`src/rtl/uart_rx_fifo.sv`:
```
// -----------------------------------------------------------------------------
// uart_rx_fifo
//   Receive-side circular buffer sitting directly behind uart_receiver. Every
//   completed byte (rising edge of rx_ready) is stored together with its
//   framing-error flag, and the host drains entries through a registered,
//   one-cycle-latency read handshake. Overflow is flagged (sticky) and
//   framing-error bytes are counted with saturation.
//
// Ports
//   clk, rst_n     system clock, asynchronous active-low reset
//   rx_ready       byte-complete indication from uart_receiver (level)
//   rx_data        received byte, valid while rx_ready=1
//   rx_error       framing error flag for rx_data
//   rd_en          host read request, one entry per cycle
//   rd_data        popped byte (registered)
//   rd_err         error flag stored with the popped byte
//   rd_valid       one-cycle pulse: rd_data/rd_err were updated
//   empty, full    occupancy flags, derived from count
//   count          number of stored entries (ADDR_BITS+1 bits)
//   overflow       sticky: a byte arrived while the FIFO was full
//   clr_overflow   synchronous clear of overflow (a new drop wins)
//   err_count      saturating count of bytes received with rx_error=1
// -----------------------------------------------------------------------------
module uart_rx_fifo #(
    parameter int DATA_BITS    = 8,
    parameter int ADDR_BITS    = 4,
    parameter int DROP_ERRORED = 0
) (
    input  logic                 clk,
    input  logic                 rst_n,
    input  logic                 rx_ready,
    input  logic [DATA_BITS-1:0] rx_data,
    input  logic                 rx_error,
    input  logic                 rd_en,
    output logic [DATA_BITS-1:0] rd_data,
    output logic                 rd_err,
    output logic                 rd_valid,
    output logic                 empty,
    output logic                 full,
    output logic [ADDR_BITS:0]   count,
    output logic                 overflow,
    input  logic                 clr_overflow,
    output logic [7:0]           err_count
);

    localparam int                 DEPTH   = 2 ** ADDR_BITS;
    localparam logic [ADDR_BITS:0] DEPTH_C = (ADDR_BITS + 1)'(DEPTH);
    localparam logic [ADDR_BITS:0] CNT_ONE = (ADDR_BITS + 1)'(1);
    localparam logic [ADDR_BITS-1:0] PTR_ONE = ADDR_BITS'(1);

    // Each entry is {error flag, data byte}.
    logic [DATA_BITS:0]   mem_r [DEPTH];
    logic [ADDR_BITS-1:0] wr_ptr_r;
    logic [ADDR_BITS-1:0] rd_ptr_r;
    logic                 rx_ready_d_r;

    logic                 wr_evt_s;
    logic                 keep_s;
    logic                 pop_s;
    logic                 store_s;
    logic                 drop_s;
    logic [ADDR_BITS:0]   count_nxt_s;

    // Write/read qualification: edge detect, error policy, full/empty gating.
    always_comb begin
        wr_evt_s = rx_ready & ~rx_ready_d_r;
        if ((DROP_ERRORED != 0) && rx_error) begin
            keep_s = 1'b0;
        end else begin
            keep_s = 1'b1;
        end
        pop_s = rd_en & ~empty;
        // A pop on a full FIFO frees a slot in the same cycle, so the byte fits.
        store_s = wr_evt_s & keep_s & (~full | pop_s);
        drop_s  = wr_evt_s & keep_s & full & ~pop_s;
    end

    // Next occupancy: +1 on store, -1 on pop, unchanged on both or neither.
    always_comb begin
        case ({store_s, pop_s})
            2'b10:   count_nxt_s = count + CNT_ONE;
            2'b01:   count_nxt_s = count - CNT_ONE;
            default: count_nxt_s = count;
        endcase
    end

    // Storage array; contents need no reset since count gates every access.
    always_ff @(posedge clk) begin
        if (store_s) begin
            mem_r[wr_ptr_r] <= {rx_error, rx_data};
        end
    end

    // Pointers, occupancy and flags derived from the next count.
    always_ff @(posedge clk or negedge rst_n) begin
        if (!rst_n) begin
            wr_ptr_r     <= {ADDR_BITS{1'b0}};
            rd_ptr_r     <= {ADDR_BITS{1'b0}};
            count        <= {(ADDR_BITS + 1){1'b0}};
            empty        <= 1'b1;
            full         <= 1'b0;
            rx_ready_d_r <= 1'b0;
        end else begin
            rx_ready_d_r <= rx_ready;
            if (store_s) begin
                wr_ptr_r <= wr_ptr_r + PTR_ONE;
            end
            if (pop_s) begin
                rd_ptr_r <= rd_ptr_r + PTR_ONE;
            end
            count <= count_nxt_s;
            empty <= (count_nxt_s == {(ADDR_BITS + 1){1'b0}});
            full  <= (count_nxt_s == DEPTH_C);
        end
    end

    // Registered read port; rd_data/rd_err hold their value between pops.
    always_ff @(posedge clk or negedge rst_n) begin
        if (!rst_n) begin
            rd_data  <= {DATA_BITS{1'b0}};
            rd_err   <= 1'b0;
            rd_valid <= 1'b0;
        end else begin
            rd_valid <= pop_s;
            if (pop_s) begin
                {rd_err, rd_data} <= mem_r[rd_ptr_r];
            end
        end
    end

    // Sticky overflow (a drop beats a simultaneous clear) and error counter.
    always_ff @(posedge clk or negedge rst_n) begin
        if (!rst_n) begin
            overflow  <= 1'b0;
            err_count <= 8'd0;
        end else begin
            if (drop_s) begin
                overflow <= 1'b1;
            end else if (clr_overflow) begin
                overflow <= 1'b0;
            end
            // Errored bytes are counted even when they are not stored.
            if (wr_evt_s && rx_error && (err_count != 8'hFF)) begin
                err_count <= err_count + 8'd1;
            end
        end
    end

endmodule
```
`config.mk`:
```
export PLATFORM = sky130hd
export DESIGN_NAME = uart_rx_fifo
export DESIGN_NICKNAME = d
export VERILOG_FILES = /design/src/rtl/uart_rx_fifo.sv
export SDC_FILE = /design/constraint.sdc
export NUM_CORES = 1
export LEC_CHECK = 0
export ABC_CLOCK_PERIOD_IN_PS = 5950
export BUFFER_PORTS_ARGS = -buffer_cell sky130_fd_sc_hd__clkbuf_2
export CORE_MARGIN = 4
export CORE_UTILIZATION = 60
export CTS_CLUSTER_SIZE = 20
export DETAILED_ROUTE_END_ITERATION = 12
export PLACE_DENSITY_LB_ADDON = 0.3
export SLEW_MARGIN = 10
export SYNTH_ARGS = -nofsm -noshare
export SYNTH_HDL_FRONTEND = slang
export SYNTH_SLANG_ARGS = --single-unit
```
`constraint.sdc`:
```
create_clock -name clk -period 5.95 [get_ports clk]
set_clock_uncertainty 0.1 [all_clocks]
set_input_delay 0.595 -clock clk [delete_from_list [all_inputs] [get_ports clk]]
set_output_delay 0.595 -clock clk [all_outputs]
set_load 0.005 [all_outputs]
```
Word-level counts from Yosys, hierarchy flattened

Memories as Yosys holds them, arrays and structs flattened. A register that Yosys moved wholly into a read port is not among the register bits.
Cells that the tools add are included.

Flip-flop bits (word level): 26
Bits in writable memories: 144
Output and inout port bits: 26
Memories: 1

$add $sub $neg: 5
Equality and inequality tests: 4
Multiplexer cells: 5
Bitwise logic cells: 10
Reductions and logical operators: 5

Memory list:

| name  | depth | bits a word | read ports | clocked after Yosys merged registers in | write ports | line | RTL |
|---|---|---|---|---|---|---|---|
| mem_r | 16    | 9           | 1          | 1                                       | 1           | 52   | `logic [DATA_BITS:0] mem_r [DEPTH];` |

Operator list:

| cell                                                                   | count |
|---|---|
| 5-bit case mux with 2 select lines                                     | 1 |
| 4-bit by 1-bit adder with 4-bit output (second input constant)         | 2 |
| 8-bit by 1-bit adder with 8-bit output (second input constant)         | 1 |
| 8-bit != test (second input constant)                                  | 1 |
| 5-bit by 1-bit adder with 5-bit output (second input constant)         | 1 |
| 1-bit AND                                                              | 5 |
| 5-bit equality test (second input constant)                            | 1 |
| 5-bit logical NOT                                                      | 1 |
| 5-bit by 1-bit subtractor with 5-bit output (second input constant)    | 1 |
| 1-bit 2-to-1 mux                                                       | 4 |
| 1-bit inverter                                                         | 4 |
| 2-bit by 1-bit equality test with 1-bit output (second input constant) | 1 |
| 2-bit equality test (second input constant)                            | 1 |
| 1-bit logical AND                                                      | 2 |
| 2-bit nonzero test                                                     | 1 |
| 1-bit logical NOT                                                      | 1 |
| 1-bit OR                                                               | 1 |

Depth between registers and ports, before layout

Depth after elaboration: 7
Depth in mapped cells: 13

Worst setup path after synthesis

OpenSTA, ideal clock, no wires.

Kind: input -> register
Start: input port rx_ready
End: register full
Library setup time: 0.073 ns
Arrival: 2.658 ns
Required time: 5.777 ns
Setup slack: 3.120 ns
Stages on the path: 12
Path buffers: 1
Cells stage by stage: nor2b_1 a21boi_2 inv_1 ha_1 buf_6 xor2_1 ha_1 a21oi_2 mux2i_1 xnor2_1 a211o_1 nor2b_1

Word-level cells in the longest chain between the ends: 5
Elaborated cells on any way between the ends: 6

Ends and longest elaborated chain:

| element                                                                                      | line | RTL |
|---|---|---|
| start, declared                                                                              | 31   | `input logic rx_ready,` |
| 1-bit AND (*)                                                                                | 66   | `wr_evt_s = rx_ready & ~rx_ready_d_r;` |
| 1-bit AND (*)                                                                                | 74   | `store_s = wr_evt_s & keep_s & (~full \| pop_s);` |
| 2-bit by 1-bit equality test with 1-bit output / 2-bit equality test (equally long branches) | 80   | `case ({store_s, pop_s})` |
| 5-bit case mux with 2 select lines (*)                                                       | 80   |  |
| net count_nxt_s[2]                                                                           | 62   | `logic [ADDR_BITS:0] count_nxt_s;` |
| 5-bit equality test (*)                                                                      | 113  | `full <= (count_nxt_s == DEPTH_C);` |
| end signal, assigned                                                                         | 113  |  |
| end, declared                                                                                | 39   | `output logic full,` |

The timed path passes the listed nets; every way through them passes the cells marked *.
A chain may end at the register's enable or synchronous reset.

Worst setup path in the final report

Start: register empty
End: register full

Word-level cells in the longest chain between the ends: 7
Elaborated cells on any way between the ends: 8

Ends and longest elaborated chain:

| element                                                                                      | line | RTL |
|---|---|---|
| start, declared                                                                              | 38   | `output logic empty,` |
| start signal, assigned                                                                       | 112  | `empty <= (count_nxt_s == {(ADDR_BITS + 1){1'b0}});` |
| 1-bit inverter (*)                                                                           | 72   | `pop_s = rd_en & ~empty;` |
| 1-bit AND (*)                                                                                | 72   |  |
| net pop_s                                                                                    | 59   | `logic pop_s;` |
| 1-bit OR                                                                                     | 74   |  |
| 1-bit AND                                                                                    | 74   |  |
| 2-bit by 1-bit equality test with 1-bit output / 2-bit equality test (equally long branches) | 80   |  |
| 5-bit case mux with 2 select lines (*)                                                       | 80   |  |
| net count_nxt_s[2]                                                                           | 62   |  |
| 5-bit equality test (*)                                                                      | 113  |  |

Marks and branches as above.

==> reports/qor.yml <==
drc: 0
vias: 3933
place_congestion: 0.767
io_buffers: 39
seq_area_sq_um: 5200
drv_cap: 0
period_needed_ns: 3.59
ys_seq_area_share_pct: 71.1
setup_viol: 0
cts_tree: "built"
path_clk_slew_ns: 0.06
synthTopCellsByArea: "edfxtp_1 59%, dfrtp_1 12%, mux2i_1 10%, a22oi_1 1.8%, nand2_1 1.6%"
dr.pass1.iters: 4
nets: 531
core_sq_um: 12000
worstSetupEndpointType: "flop"
numCtsBuffers: 17
h-tree-depth: 4
dpl.cell_count: 636
synth_edf_count: 144
hold_violations: 0
drtIter0Drc: 373
hpwlAfterDp_um: 8820
grt_antenna_before_repair: 0
crit_arrival_ns: 3.84
grt_usage_pct: 21.2
routedWlPerCell_um: 20.9
fmax_mhz: 278
synth.ff_latch_count: 179
grt_setup_unrepaired: "false"
synthMuxAreaShare_pct: 10.5
synthArstFlopShare_pct: 19.6
instances_no_fill: 668
fin_tns_setup_ns: 0
yosysWarnings: 0
slowest_delay_ns: 0.77
syn_avg_cell_area_sq_um: 15.5
critPathTopFamily: "simple AND/OR/NAND/NOR gates"
die_area_sq_um: 14000
ys.flop_type: "edfxtp_1"
layout-drive-gt1-share_pct: 17.1
path_buf_inv: 1
period_share_pct: 60.4
ant_nets: 0
clock_sinks: 179
tightest_slew_ns: 1.04
crit_path_max_fanout: 23
final-max-slew-violation-count: 0
rows: 40
clkLatencyLatePin_ns: 0.42
overflow: 0
crit_path_start_kind: "flop"
synth.distinct_cells: 45
path_class: "reg -> reg"
synth_fa_ha_area_share_pct: 1.54
clockBufferDepth: 2
syn2layout_area_growth_pct: 11.7
ir_drop_v: 0.000270
slew_headroom_pct: 30.2
crit_slowest_cell: "nand2b_1"
finalWirelength_um: 14000
via_per_inst: 5.89
cts_setup_buffers: 0
place_area_sq_um: 7570
power_per_cell_area_nw_per_um2: 461
hold_path_class: "in -> reg"
die_h_um: 118
num-fill-cells: 826
cts.repair.resized: 0
diodes: 0
grt_first_pass_wirelength_um: 22200
synth_xor_area_share_pct: 2.26
netlist_instances: 473
finish.instance_area_sq_um: 8170
synth-compound-area-share_pct: 6.35
io-pin-count: 40
critical_path.cell_chain: "nand2b_1 > inv_1 > ha_1 > xor2_1 > ha_1 > a21oi_2 > mux2i_1 > xnor2_1 > a211o_1 > nor2b_1"
cts_hold_buf: 0
synth_top_area_cell: "edfxtp_1"
synth_area_sq_um: 7310
synth-simple-area-share_pct: 5.75
cp_common_cell: "ha_1"
status: "complete, no violations"
start_util_pct: 61.1
grt_pass1_vias: 4046
die_x_um: 118
root_buffer: "clkbuf_16"
grt_max_degree: 42
p_leak_nw: 2.99
syn_nets: 496
synth_top_family_by_area: "multiplexers"
yosys.area.top_type_share_pct: 59.1
multi_input_area_sq_um: 1950
cp_data_required_time_ns: 6.20
cell usage after synthesis, types with 2 or more instances:
| master | count |
|---|---|
| nand2b_1 | 4 |
| dfrtp_1 | 34 |
| edfxtp_1 | 144 |
| nand3b_1 | 2 |
| clkbuf_1 | 6 |
| xnor2_1 | 13 |
| mux2_2 | 2 |
| ha_1 | 9 |
| inv_1 | 6 |
| a32oi_1 | 9 |
| nor2_1 | 19 |
| nor2b_1 | 5 |
| nand3_1 | 15 |
| a21oi_2 | 2 |
| nand2_1 | 32 |
| a21oi_1 | 20 |
| o21ai_0 | 3 |
| buf_2 | 10 |
| buf_6 | 2 |
| nand4_1 | 3 |
| o21ai_1 | 9 |
| buf_4 | 6 |
| xor2_1 | 4 |
| mux2i_1 | 73 |
| a22oi_1 | 18 |
| nor3_1 | 4 |
stage by stage:
step	setup slack [ns]	total power (W)	hold slack, ns	utilization (%)
after floorplan	3.12	0.00242	0.199	-
after global placement	2.39	0.00265	0.392	63.2
after detailed placement	2.24	0.00269	0.401	63.3
after CTS	2.38	0.00378	0.178	68.2
after global routing	2.12	0.00395	0.177	68.3
final	2.36	0.00376	0.193	68.3
cell usage in the layout (no fill, tap or decap), types with 3 or more instances in the layout:
cell type / count
buf_4: 3
nor2_1: 19
a21oi_1: 20
dfrtp_1: 33
nand3_1: 15
nand4_1: 3
ha_1: 9
edfxtp_1: 144
a22oi_1: 18
clkbuf_2: 39
nand2_1: 32
clkbuf_16: 17
xor2_1: 4
o21ai_0: 3
nor2b_1: 3
clkinv_2: 3
nand2b_1: 4
inv_1: 6
a32oi_1: 9
mux2i_1: 73
o21ai_1: 9
xnor2_1: 13
inv_6: 4
clkinv_4: 3
metal layers:
metal | part of all wire, % | global-route usage, % | up-vias
met1 | 43 | 30.0 | 1940
met3 | 7.1 | 4.69 | 18
met4 | 1.7 | 8.83 | 0
met5 | 0 | 0 | -
met2 | 48 | 32.2 | 125
li1 | - | - | 1850
area by class of cell:
type / count / area share [%]
Multi-Input combinational cell: 262 / 23.8
Inverter: 6 / 0.276
Timing Repair Buffer: 42 / 2.67
Clock buffer: 18 / 5.38
Clock inverter: 14 / 1.85
Tap cell: 147 / 2.25
Sequential cell: 179 / 63.7
final timing paths:
path,start,to,slack [ns],cells after the start
worst max-delay path,empty,full,2.36,10
worst min-delay path,rx_ready,rx_ready_d_r,0.19,1
worst max register to register,empty,full,2.36,10
worst min register to register,err_count[6],err_count[6],0.41,1
max in group asynchronous,rst_n,rd_ptr_r[1],4.83,1
min in group asynchronous,rst_n,err_count[0],0.22,1
state kept, by name, indices dropped and copies added (netlist names):
name / cells
count: 5
empty: 1
err_count: 8
full: 1
mem_r: 144
overflow: 1
rd_data: 8
rd_err: 1
rd_ptr_r: 4
rd_valid: 1
rx_ready_d_r: 1
wr_ptr_r: 4
logic make-up after synthesis:
| family | Yosys count |
|---|---|
| flops | 179 |
| simple gates | 90 |
| mux | 76 |
| compound gates | 69 |
| buf+inv | 32 |
| xor+xnor | 18 |
| fa+ha+maj | 9 |
power breakdown:
group / total (W) / leakage [nW] / internal [W] / switching [W]
sequential: 0.00172 / 1.72 / 0.00151 / 0.000208
combinational: 0.000947 / 0.982 / 0.000415 / 0.000532
clock: 0.00110 / 0.287 / 0.000634 / 0.000463
total: 0.00376 / 2.99 / 0.00256 / 0.00120
No activity file was read; power rests on OpenSTA's default activity.
